$ cat src/rtl/aes_round_ctrl.sv
// AES round sequencer: issues one-hot SB/SR/MC/ARK step enables with round-key index; busy/done handshake.
// Optional macro AES_CTRL_DECRYPT_EN compiles in the inverse-cipher sequence and the inv output.
module aes_round_ctrl #(
  parameter int NR     = 10,
  parameter int KIDX_W = 4
) (
  input  logic              clk,
  input  logic              rst,
  input  logic              start,
  input  logic              decrypt,
  input  logic              step_done,
  output logic [3:0]        step_en,
  output logic              inv,
  output logic [KIDX_W-1:0] key_idx,
  output logic              busy,
  output logic              done
);

  localparam int RW = $clog2(NR + 1);
  localparam int SW = $clog2(4 * NR + 1);
  localparam logic [RW-1:0] RND_LAST  = RW'(NR);
  localparam logic [SW-1:0] STEP_LAST = SW'(4 * NR - 1);
  localparam logic [3:0] EN_SB  = 4'b0001;
  localparam logic [3:0] EN_SR  = 4'b0010;
  localparam logic [3:0] EN_MC  = 4'b0100;
  localparam logic [3:0] EN_ARK = 4'b1000;

  typedef enum logic [1:0] {IDLE, ISSUE, WAIT, FINISH} state_e;

  state_e        state_q, state_d;
  logic [RW-1:0] rnd_q, rnd_d;
  logic [1:0]    ph_q, ph_d;
  logic [SW-1:0] cnt_q, cnt_d;
  logic          dec_q, dec_d;
  logic [3:0]    step_sel;
  logic [RW-1:0] rnd_key;

  always_ff @(posedge clk or negedge rst) begin
    if (!rst) begin
      state_q <= IDLE;
      rnd_q   <= '0;
      ph_q    <= '0;
      cnt_q   <= '0;
      dec_q   <= 1'b0;
    end else begin
      state_q <= state_d;
      rnd_q   <= rnd_d;
      ph_q    <= ph_d;
      cnt_q   <= cnt_d;
      dec_q   <= dec_d;
    end
  end

  // rnd_q counts round groups in issue order; decrypt walks the key schedule backwards.
  assign rnd_key = dec_q ? (RND_LAST - rnd_q) : rnd_q;

  always_comb begin
    step_sel = EN_ARK;
    if (rnd_q == '0) begin
      step_sel = EN_ARK;
    end else if (rnd_q == RND_LAST) begin
      case (ph_q)
        2'd0:    step_sel = dec_q ? EN_SR : EN_SB;
        2'd1:    step_sel = dec_q ? EN_SB : EN_SR;
        default: step_sel = EN_ARK;
      endcase
    end else begin
      case (ph_q)
        2'd0:    step_sel = dec_q ? EN_SR  : EN_SB;
        2'd1:    step_sel = dec_q ? EN_SB  : EN_SR;
        2'd2:    step_sel = dec_q ? EN_ARK : EN_MC;
        default: step_sel = dec_q ? EN_MC  : EN_ARK;
      endcase
    end
  end

  always_comb begin
    state_d = state_q;
    rnd_d   = rnd_q;
    ph_d    = ph_q;
    cnt_d   = cnt_q;
    dec_d   = dec_q;
    step_en = 4'b0000;
    done    = 1'b0;
    case (state_q)
      IDLE: begin
        if (start) begin
          state_d = ISSUE;
          rnd_d   = '0;
          ph_d    = '0;
          cnt_d   = '0;
`ifdef AES_CTRL_DECRYPT_EN
          dec_d   = decrypt;
`else
          dec_d   = 1'b0;
`endif
        end
      end
      ISSUE: begin
        step_en = step_sel;
        state_d = WAIT;
      end
      WAIT: begin
        if (step_done) begin
          if (cnt_q == STEP_LAST) begin
            state_d = FINISH;
          end else begin
            state_d = ISSUE;
            cnt_d   = cnt_q + 1'b1;
            if (rnd_q == '0 || ph_q == 2'd3) begin
              rnd_d = rnd_q + 1'b1;
              ph_d  = '0;
            end else begin
              ph_d  = ph_q + 1'b1;
            end
          end
        end
      end
      FINISH: begin
        done    = 1'b1;
        state_d = IDLE;
      end
      default: state_d = IDLE;
    endcase
  end

  assign busy    = (state_q == ISSUE) || (state_q == WAIT);
  assign key_idx = busy ? KIDX_W'(rnd_key) : '0;

`ifdef AES_CTRL_DECRYPT_EN
  assign inv = busy & dec_q;
`else
  logic unused_decrypt;
  assign unused_decrypt = decrypt;
  assign inv = 1'b0;
`endif

endmodule

$ cat config.mk
export PLATFORM = sky130hd
export DESIGN_NAME = aes_round_ctrl
export DESIGN_NICKNAME = d
export VERILOG_FILES = /design/src/rtl/aes_round_ctrl.sv
export SDC_FILE = /design/constraint.sdc
export NUM_CORES = 1
export LEC_CHECK = 0
export BUFFER_PORTS_ARGS = -buffer_cell sky130_fd_sc_hd__buf_2
export CAP_MARGIN = 20
export CORE_MARGIN = 4
export CORE_UTILIZATION = 25
export CTS_BUF_LIST = sky130_fd_sc_hd__clkbuf_4 sky130_fd_sc_hd__clkbuf_8
export DETAILED_ROUTE_END_ITERATION = 10
export GPL_ROUTABILITY_DRIVEN = 0
export PLACE_DENSITY = 0.47
export SKIP_CTS_REPAIR_TIMING = 1
export SYNTH_ARGS = -nofsm -noshare
export SYNTH_HDL_FRONTEND = slang
export SYNTH_SLANG_ARGS = --single-unit
$ cat constraint.sdc
create_clock -name clk -period 2.15 [get_ports clk]
set_input_delay 0.43 -clock clk [delete_from_list [all_inputs] [get_ports clk]]
set_output_delay 0.43 -clock clk [all_outputs]
set_load 0.01 [all_outputs]
==> results by group, run 1 <==
STA
  – Setup_tns: 0 ps
  – Worst slew margin: 0.657
  – RSZ-0062 raised after global routing: true
  – Final worst slack: 72.5 ps
  – Fmax: 481 MHz
  – Fin. Hold Viols: 0
  – Max-slew violations: 0
  – Clock Skews: 1.64 ps
  – Final worst path period share: 0.966
  – Final setup vio count: 0
  – Final Critical Period: 2080 ps
  – Tightest Pin Transition: 513 ps

Cells and area
  – Cell area after layout: 1290 um^2
  – Multi-input gate area: 704 um^2
  – Layout area overhead: 17.3%
  – # fillers: 463
  – Fin cells: 184
  – FF/Latch Area: 350 um^2
  – Antenna cells: 0
  – Nets: 156
  – Layout cells sized above 1: 0.269

Worst setup path
  – RR Endpoint: rnd_q[3]$_DFFE_PN0P_
  – FF-to-FF Start: state_q[0]$_DFFE_PN0P_
  – Slack of the worst reg-to-reg path: 220 ps
  – Crit end category: primary output
  – Crit path DAT: 1650 ps
  – Crit path launch type: register
  – Crit path kind: register to primary output
  – FF-to-FF path depth: 6
  – CP required: 1720 ps
  – Critical path fanouts, max: 4

Synth
  – FFs w/ async S/R, synth: 1.00
  – Cell area after synthesis: 1100 um^2
  – Seq/Total Area, Yosys: 0.317
  – Area leader, netlist: dfrtp_1
  – Syn Area/Cell: 9.43 um^2
  – Area share of the largest cell type after synthesis: 0.317
  – Netlist cell types: 41
  – Synth top area cells: dfrtp_1 (32%), ha_1 (17%), o21ai_0 (4.1%)
  – Yosys warning count: 0
  – Synth Flop Type: dfrtp_1
  – Syn Nets: 137
  – Post-synth EDFFs: 0
  – Flops & latches, synth: 14
  – Cells after Synth: 117

Global route
  – Gr usage total: 0.100
  – First-pass GRT wire length: 4.27 mm
  – Pin count of the biggest net entering global routing: 15
  – Overflow after GRT: 0
  – Initial antenna violation count: 0
  – Vias in the first global route: 908

Pwr
  – P per Cell Area: 1120 nW/um^2
  – VDD IR max: 0.395 mV
  – Total power draw: 1.45 mW
  – Pleak: 0.623 nW

Outcome
  – Run status: finished clean

Clock network
  – Clk buf depth: 2
  – Clk slew on worst S/H paths: 60 ps
  – Inserted Clock Buffers: 3
  – CTS sink cnt: 14
  – CTS tree: yes
  – H-tree depth: 1
  – Clk_lat worst skew: 240 ps
  – Clk root buf: clkbuf_8

Route
  – First-pass DRT Iterations: 4
  – Number of DRC markers in iteration 0: 35
  – Number of remaining DRC errors: 0
  – Drt wl/cell: 13.9 um
  – DR vias/cell: 4.85
  – Drt total wl: 2.56 mm
  – Vias: 893
  – Final ANT Viol Nets: 0

Die
  – Die Footprint: 5540 um^2
  – Die X-Extent: 74.4 um
  – Rows: 23
  – Die extent in y: 74.4 um
  – I/O Pins: 16
  – Core area: 4140 um^2
  – Initial Util: 0.266

Place
  – Post-detail-place hpwl: 1.98 mm
  – Dpl cells: 181
  – Pre-CTS setup slack: 107 ps
  – DP Area: 1230 um^2
  – Port Buffer Count: 13

Job
  – Max-capacitance violation count: 0

Worst hold path
  – Hold crit path type: input port to asynchronous set/reset pin
==> cell families (layout without fill, tap and decap cells) <==
| family | after synthesis | in the layout | synth area share |
|---|---|---|---|
| other | 1 | 1 | 0.00340 |
| and+or+nand+nor | 45 | 45 | 0.260 |
| AOI/OAI and AO/OA | 26 | 26 | 0.160 |
| DFF | 14 | 14 | 0.317 |
| adders and majority gates | 15 | 15 | 0.170 |
| muxes | 3 | 3 | 0.0283 |
| buffers and inverters | 13 | 30 | 0.0612 |
==> cells in the final DEF (no fill, tap or decap), types with 3 or more instances in the layout <==
cell / n
nor2_1: 3
buf_4: 5
ha_1: 15
a21oi_1: 3
nor3_1: 3
o31ai_1: 4
nand3_1: 7
nand2_1: 8
inv_1: 9
clkbuf_8: 3
dfrtp_1: 14
buf_2: 13
and2_1: 4
o21ai_0: 7
==> power by group <==
part	total [mW]	internal (mW)	leakage (nW)	switching (mW)
clock	0.217	0.124	0.0216	0.0932
sequential	0.395	0.330	0.189	0.0647
combinational	0.834	0.350	0.412	0.484
==> state kept, by name (all words and copies together) (netlist names) <==
register and flops:
cnt_q 6, rnd_q 4, ph_q 2, state_q 2
==> critical path, stage by stage, from the launching register on <==
cell and delay, ps:
dfrtp_1 370, inv_1 100, ha_1 180, or3b_4 420, and3_1 190, buf_2 130
==> synth_stat cells (all sizes together) (2+ instances only) <==
library cell / instances
inv: 9
dfrtp: 14
and3: 2
nand3: 7
mux2i: 2
nand2: 10
o31ai: 4
nor4: 3
ha: 15
nand2b: 2
nor2: 3
buf: 3
nor3: 4
a21oi: 3
nor2b: 2
and2: 4
o21ai: 10
==> routing by layer <==
metal / vias up / routed length (um) / GRT usage
met4: 0 / 44 / 0.0435
met5: - / 0 / 0
li1: 446 / - / -
met1: 424 / 1250 / 0.136
met3: 5 / 121 / 0.0176
met2: 18 / 1140 / 0.155
==> layout make-up <==
| type | count | area share |
|---|---|---|
| clock buffers | 3 | 0.0319 |
| inverters | 9 | 0.0261 |
| multi-input cells | 90 | 0.544 |
| flip-flops and latches | 14 | 0.271 |
| well taps | 50 | 0.0483 |
| repair buffers | 18 | 0.0792 |
==> how the worst max path moves through the flow <==
stage	from	endpoint	slack (ps)
detailed placement	state_q[0]$_DFFE_PN0P_	cnt_q[2]$_DFFE_PN0P_	110
floorplan	rnd_q[0]$_DFFE_PN0P_	step_en[3]	250
global placement	state_q[0]$_DFFE_PN0P_	cnt_q[2]$_DFFE_PN0P_	130
CTS	rnd_q[0]$_DFFE_PN0P_	step_en[0]	-50
global route	rnd_q[0]$_DFFE_PN0P_	step_en[1]	-4
finish	rnd_q[0]$_DFFE_PN0P_	step_en[0]	70
==> per-stage QoR <==
stage / util / hold slack [ps]
finish: 0.313 / 81.4
global route: 0.313 / 107
CTS: 0.308 / 94.9
detailed placement: 0.298 / 360
global placement: 0.298 / 356
floorplan: - / 134
(Power assumes the default switching activity.)
==> run 2, diff against run 1 <==
- CORE_MARGIN: 4 -> 2
- CTS_BUF_LIST: sky130_fd_sc_hd__clkbuf_4 sky130_fd_sc_hd__clkbuf_8 -> default
==> run 2 against run 1 <==
- routed wire length shrank 3.6%
- sequential power is essentially flat
- utilization shrank 1.3 points
- clock-buffer cell count grew 1
- via count shrank 0.78%
- worst hold slack lost 6.0 ps
- register-to-register slack lost 80 ps
- global-route usage grew 0.29 points
- largest cell class unchanged
- largest power group unchanged
==> results by group, run 2 (synthesis gave the netlist of run 1 again) <==
Outcome
  – Run status: finished clean

Cells and area
  – Max FFs per register: 6
  – Most common cell after layout, fill and taps aside: ha_1
  – Most frequent cells in the layout: ha_1 (15), dfrtp_1 (14), buf_2 (13)
  – # fillers: 459
  – Layout area overhead: 16.7%
  – Antenna cells: 0
  – Nets: 155
  – Cell area after layout: 1290 um^2
  – Reg with most FFs: cnt_q
  – Biggest regs: cnt_q x6, rnd_q x4
  – Layout cells sized above 1: 0.246

Worst setup path
  – Crit path launch type: register
  – Slack of the worst reg-to-reg path: 140 ps
  – Crit path kind: register to primary output
  – Crit-path cells: inv_2 -> ha_1 -> or3b_4 -> and3_1 -> buf_2
  – FF-to-FF Start: state_q[0]$_DFFE_PN0P_
  – Crit path DAT: 1620 ps
  – CP required: 1720 ps
  – Slowest stage delay, CP: 420 ps
  – Critical path fanouts, max: 4
  – CP max stage cell: or3b_4
  – Crit end category: primary output
  – RR Endpoint: rnd_q[3]$_DFFE_PN0P_
  – FF-to-FF path depth: 6

Route
  – First-pass DRT Iterations: 4
  – Final ANT Viol Nets: 0
  – Number of remaining DRC errors: 0
  – DR vias/cell: 4.76
  – Drt total wl: 2.46 mm
  – Vias: 886
  – Drt wl/cell: 13.2 um
  – Number of DRC markers in iteration 0: 27

Place
  – Post-detail-place hpwl: 1.91 mm
  – DP Area: 1230 um^2
  – Port Buffer Count: 13

Clock network
  – CTS sink cnt: 14
  – Inserted Clock Buffers: 3
  – Clk buf depth: 2
  – H-tree depth: 1
  – Clk root buf: clkbuf_8
  – CTS tree: yes
  – Clk_lat worst skew: 240 ps
  – Clk slew on worst S/H paths: 60 ps

Pwr
  – P per Cell Area: 1120 nW/um^2
  – Logic pwr share: 0.547
  – Switching power: 627 uW
  – Cell-internal power: 810 uW
  – Switching Share: 0.436
  – Clock power share: 0.178
  – Flop pwr share: 0.275
  – VDD IR max: 0.507 mV
  – Pleak: 0.620 nW
  – Total power draw: 1.44 mW

Global route
  – First-pass GRT wire length: 3.97 mm
  – Pin count of the biggest net entering global routing: 15
  – Initial antenna violation count: 0
  – Vias in the first global route: 861
  – Gr usage total: 0.103
  – Overflow after GRT: 0

STA
  – Final Critical Period: 2050 ps
  – RSZ-0062 raised after global routing: true
  – Max-slew violations: 0
  – Fin. Hold Viols: 0
  – Fmax: 488 MHz
  – Final worst path period share: 0.954
  – Final setup vio count: 0
  – Clock Skews: 6.27 ps

Die
  – Die extent in y: 70.4 um
  – Die X-Extent: 70.4 um
  – Rows: 24
  – Initial Util: 0.257
  – Core area: 4290 um^2
  – Die Footprint: 4960 um^2
  – I/O Pins: 16

Job
  – Max-capacitance violation count: 0

Worst hold path
  – Hold crit path type: input port to asynchronous set/reset pin
run 2: changes by cell type in the layout (fill, tap and decap cells not counted), sizes merged:
| cell | delta |
|---|---|
| clkbuf | +1 |
| buf | -1 |
run 2: per-layer routing:
layer | routed length, um | share of wire | track usage
met1 | 1190 | 0.48 | 0.139
met5 | 0 | 0 | 0
met4 | 57 | 0.023 | 0.0363
met3 | 116 | 0.047 | 0.0317
met2 | 1090 | 0.44 | 0.154
run 2: layout make-up:
class	instances	area, um^2	share of cell area
clock buffers	4	55.1	0.0428
repair buffers	17	95.1	0.0739
inverters	9	33.8	0.0262
flip-flops and latches	14	350	0.272
multi-input cells	90	688	0.535
well taps	52	65.1	0.0505
run 2: power by group through the flow:
| stage | Sequential [mW] | Clock (mW) | Combinational, mW |
|---|---|---|---|
| after global placement | 0.394 | 0 | 0.767 |
| after CTS | 0.394 | 0.267 | 0.795 |
| after detailed placement | 0.400 | 0 | 0.789 |
| final | 0.396 | 0.256 | 0.785 |
| after global routing | 0.409 | 0.280 | 0.887 |
| after floorplan | 0.396 | 0 | 0.548 |
run 2: worst max-delay path by stage:
stage	from	cells after the start	end
final	rnd_q[0]$_DFFE_PN0P_	5	step_en[1]
after CTS	rnd_q[0]$_DFFE_PN0P_	5	step_en[3]
after detailed placement	state_q[0]$_DFFE_PN0P_	6	rnd_q[3]$_DFFE_PN0P_
after floorplan	rnd_q[0]$_DFFE_PN0P_	4	step_en[3]
after global placement	state_q[0]$_DFFE_PN0P_	6	cnt_q[2]$_DFFE_PN0P_
after global routing	state_q[0]$_DFFE_PN0P_	6	cnt_q[2]$_DFFE_PN0P_
run 2: worst max-delay path, delay by kind of cell (launching register included):
kind,cells,cell delay [ps]
fa+ha+maj,1,160
buf+inv,2,210
flops,1,390
simple gates,2,610
run 2: metrics by stage:
stage / utilization / TNS (ps) / hold slack (ps) / setup WS, ps / std cells
global route: 0.300 / -14.5 / 90.4 / -10.3 / 186
finish: 0.300 / 0 / 75.4 / 98.9 / 186
detailed placement: 0.286 / 0 / 351 / 131 / 182
global placement: 0.286 / 0 / 347 / 172 / 182
floorplan: - / 0 / 134 / 249 / 117
CTS: 0.299 / -217 / 82.4 / -81.1 / 186
